File: config.mk
export PLATFORM = sky130hd
export DESIGN_NAME = hex_display_ctrl
export DESIGN_NICKNAME = d
export VERILOG_FILES = /design/src/rtl/hex_display_ctrl.sv
export SDC_FILE = /design/constraint.sdc
export NUM_CORES = 1
export LEC_CHECK = 0
export CAP_MARGIN = 20
export CORE_UTILIZATION = 30
export CTS_BUF_LIST = sky130_fd_sc_hd__clkbuf_4 sky130_fd_sc_hd__clkbuf_8 sky130_fd_sc_hd__clkbuf_16
export CTS_CLUSTER_DIAMETER = 100
export DETAILED_ROUTE_END_ITERATION = 6
export PLACE_DENSITY = 0.58
export SLEW_MARGIN = 5
export SYNTH_ARGS = -nofsm -noshare
export SYNTH_HDL_FRONTEND = slang
export SYNTH_SLANG_ARGS = --single-unit
File: constraint.sdc
create_clock -name clk -period 2.08 [get_ports clk]
set_input_delay 0.624 -clock clk [delete_from_list [all_inputs] [get_ports clk]]
set_output_delay 0.624 -clock clk [all_outputs]
set_load 0.05 [all_outputs]
File: src/rtl/hex_display_ctrl.sv
// Registered multi-digit hex driver for 7-segment displays: captures a value,
// decodes 0-F per digit, applies leading-zero and blink blanking, flags updates.
module hex_display_ctrl #(
  parameter int NUM_DIGITS = 4,
  parameter int BLINK_DIV  = 25000000,
  parameter bit ACTIVE_LOW = 1
) (
  input  logic                    clk,
  input  logic                    resetn,
  input  logic                    load,
  input  logic [4*NUM_DIGITS-1:0] data_in,
  input  logic                    lz_en,
  input  logic [NUM_DIGITS-1:0]   blink_msk,
  output logic [7*NUM_DIGITS-1:0] hex_seg,
  output logic                    upd
);

  // load is a single-cycle strobe with no ready: data_in is sampled on every
  // edge where load=1 and the last captured value wins. upd rises in the same
  // cycle that hex_seg first shows the captured value.

  localparam int CW = $clog2(BLINK_DIV);
  localparam logic [6:0] SEG_OFF = ACTIVE_LOW ? 7'h7F : 7'h00;

  logic [4*NUM_DIGITS-1:0] data_reg;
  logic [CW-1:0]           blink_cnt;
  logic                    phase;
  logic                    load_d;
  logic [7*NUM_DIGITS-1:0] next_seg;

  // Lookup in the active-low domain, bit order {g,f,e,d,c,b,a}.
  function automatic logic [6:0] seg_lut(input logic [3:0] n);
    logic [6:0] s;
    case (n)
      4'h0: s = 7'h40;
      4'h1: s = 7'h79;
      4'h2: s = 7'h24;
      4'h3: s = 7'h30;
      4'h4: s = 7'h19;
      4'h5: s = 7'h12;
      4'h6: s = 7'h02;
      4'h7: s = 7'h78;
      4'h8: s = 7'h00;
      4'h9: s = 7'h10;
      4'hA: s = 7'h08;
      4'hB: s = 7'h03;
      4'hC: s = 7'h46;
      4'hD: s = 7'h21;
      4'hE: s = 7'h06;
      default: s = 7'h0E;
    endcase
    return s;
  endfunction

  always_ff @(posedge clk or negedge resetn) begin
    if (!resetn) begin
      data_reg <= '0;
      load_d   <= 1'b0;
    end else begin
      if (load) data_reg <= data_in;
      load_d <= load;
    end
  end

  // Free-running blink timebase; phase flips once per BLINK_DIV cycles.
  always_ff @(posedge clk or negedge resetn) begin
    if (!resetn) begin
      blink_cnt <= '0;
      phase     <= 1'b0;
    end else if (blink_cnt == CW'(BLINK_DIV - 1)) begin
      blink_cnt <= '0;
      phase     <= ~phase;
    end else begin
      blink_cnt <= blink_cnt + CW'(1);
    end
  end

  // Scan from the top digit down so hi_zero means "this and all higher are 0".
  always_comb begin
    logic       hi_zero;
    logic       blank;
    logic [6:0] seg;
    next_seg = '0;
    hi_zero  = 1'b1;
    blank    = 1'b0;
    seg      = 7'h7F;
    for (int i = NUM_DIGITS - 1; i >= 0; i--) begin
      hi_zero = hi_zero & (data_reg[4*i +: 4] == 4'h0);
      blank   = (lz_en && (i != 0) && hi_zero) || (phase && blink_msk[i]);
      seg     = blank ? 7'h7F : seg_lut(data_reg[4*i +: 4]);
      next_seg[7*i +: 7] = ACTIVE_LOW ? seg : ~seg;
    end
  end

  always_ff @(posedge clk or negedge resetn) begin
    if (!resetn) begin
      hex_seg <= {NUM_DIGITS{SEG_OFF}};
      upd     <= 1'b0;
    end else begin
      hex_seg <= next_seg;
      upd     <= load_d;
    end
  end

endmodule

## Word level (Yosys, flattened, before mapping)

Memory sizes are Yosys's and may differ from the RTL's.
Index checks and enable logic that the tools add are counted.

| cells by class | value |
|---|---|
| eq/ne operators | 1 |
| multiplexer cells | 5 |
| reduce and logical (&&, ||, !) cells | 13 |
| add/sub/neg operators | 1 |
| bitwise operators | 3 |

Operators by type and width:

| kind | count |
|---|---|
| $mux W7 | 4 |
| $add A25 B1 Y25 const B | 1 |
| $eq A25 B25 Y1 const B | 1 |
| $mux W25 | 1 |
| $logic_not A4 Y1 | 3 |
| $logic_and A1 B1 Y1 | 7 |
| $logic_or A1 B1 Y1 | 3 |
| $and A1 B1 Y1 | 2 |
| $not A1 Y1 | 1 |

| word-level totals | value |
|---|---|
| word-level logic and storage cells | 33 |
| memory bits (read-only) | 448 |
| memories | 4 |
| bits in registers | 72 |
| output and inout bits | 29 |

Memory list:

| name | words | bits a word | read ports | clocked after memory_dff | wr ports | RTL line | source |
|---|---|---|---|---|---|---|---|
| (no name shown) | 16 | 7 | 1 | 0 | 0 | 34 | `case (n)` |
| (no name shown) | 16 | 7 | 1 | 0 | 0 | 34 |  |
| (no name shown) | 16 | 7 | 1 | 0 | 0 | 34 |  |
| (no name shown) | 16 | 7 | 1 | 0 | 0 | 34 |  |

## Logic depth before layout (Yosys ltp)

| logic depth | value |
|---|---|
| word-level depth | 6 |
| depth in mapped cells | 6 |
| mapped depth without buffers | 6 |

## Worst setup path before layout

OpenSTA, ideal clock, no wires.

| timing path | value |
|---|---|
| kind | reg-to-reg |
| from | register data_reg[8] |
| to | register hex_seg[10] |
| arrival | 1.593 ns |
| slack | 0.379 ns |
| clock period less this slack | 1.701 ns |
| library setup time | 0.108 ns |
| cell stages (with the launch flop) | 7 |
| data required time | 1.972 ns |
| cell sequence | dfrtp_1 > inv_1 > ha_1 > nor3b_1 > and4_1 > a32oi_1 > o211ai_1 |

| between the ends | value |
|---|---|
| cells in the longest elaborated chain, start to end | 6 |

Ends and longest elaborated chain:

| item | RTL line | source |
|---|---|---|
| start, declared | 25 | `logic [4*NUM_DIGITS-1:0] data_reg;` |
| start signal, assigned | 60 | `if (load) data_reg <= data_in;` |
| $logic_not A4 Y1 | 88 | `hi_zero = hi_zero & (data_reg[4*i +: 4] == 4'h0);` |
| $and A1 B1 Y1 (2 in series) | 88 |  |
| $logic_and A1 B1 Y1 | 89 | `blank = (lz_en && (i != 0) && hi_zero) \|\| (phase && blink_msk[i]);` |
| $logic_or A1 B1 Y1 | 89 |  |
| $mux W7 | 90 | `seg = blank ? 7'h7F : seg_lut(data_reg[4*i +: 4]);` |
| via next_seg[10] | 29 | `logic [7*NUM_DIGITS-1:0] next_seg;` |
| end signal, assigned | 97 | `hex_seg <= {NUM_DIGITS{SEG_OFF}};` |
| end signal, assigned | 100 | `hex_seg <= next_seg;` |
| end, declared | 14 | `output logic [7*NUM_DIGITS-1:0] hex_seg,` |

The timed path passes the listed nets, and every way through them passes these cells.
A chain may end at the register's enable or synchronous reset.

## Worst setup path after layout

| timing path | value |
|---|---|
| from | register data_reg[9] |
| to | register hex_seg[12] |

Same word-level chain as after synthesis.

==> out/qor.yml <==
run_status:
  status: "finished, final reports clean"
yosys:
  yosys-top-cells-count: "44 x dfrtp_1, 36 x nand2_1, 28 x dfstp_2"
  synth_cell_type_count: 48
  ys_top_cells_by_area: "dfrtp_1 30%, dfstp_2 20%, ha_1 7.4%, o211ai_1 3.8%, nand2_1 3.6%"
  yosysMostFrequentCell: "dfrtp_1"
  synthArstFlopShare: 1.00
  synth_warnings: 0
  syn-num-nets: 405
  yosysTopAreaCell: "dfrtp_1"
  yosysSeqAreaShare: 0.492
  ys_seq_elements: 72
  synth_edf_count: 0
  synth_top_area_frac: 0.295
  synth.avg_cell_area_um2: 10.4
  syn_area_mm2: 0.00373
  ys.flop_type: "dfrtp_1"
  synth_cells: 359
job:
  maxCapViolations: 0
die:
  die_w_um: 114
  dieHeight_um: 114
  initial_core_util: 0.309
  core_mm2: 0.0121
  dieArea_mm2: 0.0129
  fp-row-count: 40
  io_pins: 53
placed_design:
  dpl.cell_count: 572
  placed_area_mm2: 0.00440
  dpl.hpwl_mm: 5.63
  io_buffers: 52
  finalWeightedCongestion: 0.777
cts:
  cts_tree: "built"
  cts-root-buf: "clkbuf_16"
  ctsHoldBuffers: 0
  cts_buffers: 9
  htree_levels: 3
  post_cts_resized: 0
  clock-sinks: 72
  insertion_delay_ps: 330
  clk_pin_slew_ps: 60
  cts_max_path_buffers: 2
  post_cts_buffers: 0
timing:
  fin_setup_tns_ps: 0
  setup_viol: 0
  maxSlewHeadroom: 0.654
  post-route-period-util: 0.859
  fin_skew_ps: 8.86
  tightest_slew_ps: 515
  fmax_mhz: 560
  drv_slew: 0
  min_period_ps: 1790
  rsz0062_at_grt: "no"
  final-hold-violation-count: 0
critical_path:
  startpoint_type: "flip-flop"
  worst_r2r_endpoint: "hex_seg[12]$_DFF_PN1_"
  arrival_ps: 2020
  r2r_cells: 7
  path_class: "flip-flop to flip-flop"
  r2r-start: "data_reg[9]$_DFFE_PN0P_"
  end_kind: "flip-flop"
  crit_start: "data_reg[9]$_DFFE_PN0P_"
  crit_required_ps: 2310
  r2r_setup_slack_ps: 290
  crit_fanout: 7
layout:
  syn_to_final_growth_pct: 25.9
  drive_gt1_frac: 0.229
  diodes: 0
  largest_reg_flops: 28
  instances_no_fill: 588
  fillers: 1206
  final_nets: 461
  final_cell_area_mm2: 0.00470
detailed_routing:
  dr.pass1.iters: 4
  met2_length_mm: 3.50
  vias: 2818
  viasPerCell: 4.79
  dr.max_layer_used: "met4"
  wl_mm: 7.82
  wl_per_cell_um: 13.3
  drtIter0Drc: 147
  dr_wl_met3_um: 391
  wl_met1_mm: 3.81
  antenna_left: 0
  route.detailed.drc: 0
power_and_ir_drop:
  powerDensity_mw_per_mm2: 863
  power_frac_comb: 0.210
  ir_worst_vdd_uv: 336
  swShare: 0.294
  clkPwrFrac: 0.377
  internal-power_uw: 2860
  p_leak_uw: 0.00203
  pwr-share-seq: 0.413
  switching_power_uw: 1190
grt:
  grt.total_usage: 0.135
  grt_pass1_wl_mm: 13.8
  antenna_found_initial: 0
  gr-total-overflow: 0
  grt_max_degree: 60
  first_global_vias: 2811
min_path:
  hold_path_class: "input port to async pin"
## area by class of cell
type	count	area [µm²]	share of cell area
Multi-Input combinational cell	257	1780	0.378
Timing Repair Buffer	60	515	0.110
Clock buffer	16	303	0.0644
Tap cell	168	210	0.0447
Inverter	15	56.3	0.0120
Sequential cell	72	1840	0.391
## kinds of logic after synthesis
family,share of synthesized area
XOR/XNOR,0.0329
buffers and inverters,0.0315
AO/OA/AOI/OAI,0.136
AND/OR/NAND/NOR,0.185
flip-flops,0.492
multiplexers,0.0489
adder cells (fa/ha/maj),0.0738
## worst max-delay path, stage by stage, from the launching register on
cell and delay, ps:
dfrtp_1 450, inv_1 110, ha_1 250, nor3b_1 160, and4_1 240, a32oi_1 200
buf_4 170, o211ai_1 90
## per-layer routing
metal	vias up	track usage
met1	1350	0.182
met3	9	0.0393
li1	1400	-
met4	0	0.0500
met2	59	0.205
met5	-	0
## power groups by stage
stage	combinational, µW	clock (µW)	sequential (µW)
3_3_place_gp	858	0	1700
5_1_grt	924	1640	1690
6_report	853	1530	1680
2_1_floorplan	276	0	2000
4_1_cts	864	1570	1680
3_5_place_dp	861	0	1700
## layout by cell type, fill, tap and decap left out, drive strengths merged, types with 14 or more instances in the layout
| cell | netlist | layout |
|---|---|---|
| buf | 3 | 38 |
| clkbuf | 12 | 16 |
| clkdlybuf4s50 | 0 | 22 |
| dfrtp | 44 | 44 |
| dfstp | 28 | 28 |
| ha | 22 | 22 |
| inv | 15 | 15 |
| nand2 | 36 | 36 |
| nand3 | 15 | 15 |
| nand4 | 14 | 14 |
| nor2 | 15 | 15 |
| o211ai | 19 | 19 |
| o21ai | 25 | 25 |
## how the worst max path moves through the flow
| stage | slack (ps) | cells past startpoint | to |
|---|---|---|---|
| 2_1_floorplan | 380 | 6 | hex_seg[10]$_DFF_PN1_ |
| 3_3_place_gp | 280 | 2 | data_reg[3]$_DFFE_PN0P_ |
| 3_5_place_dp | 220 | 5 | hex_seg[12]$_DFF_PN1_ |
| 4_1_cts | 290 | 7 | hex_seg[12]$_DFF_PN1_ |
| 5_1_grt | 130 | 7 | hex_seg[13]$_DFF_PN1_ |
| 6_report | 290 | 7 | hex_seg[12]$_DFF_PN1_ |
## per-stage QoR
stage / power (µW) / worst slack, ps / hold WS, ps / utilization
after detailed placement: 2560 / 223 / 403 / 0.365
after CTS: 4120 / 286 / 202 / 0.390
after global routing: 4250 / 128 / 204 / 0.390
final: 4060 / 293 / 195 / 0.390
after floorplan: 2280 / 379 / 328 / -
after global placement: 2560 / 279 / 409 / 0.365
No activity file was read; power rests on OpenSTA's default activity.
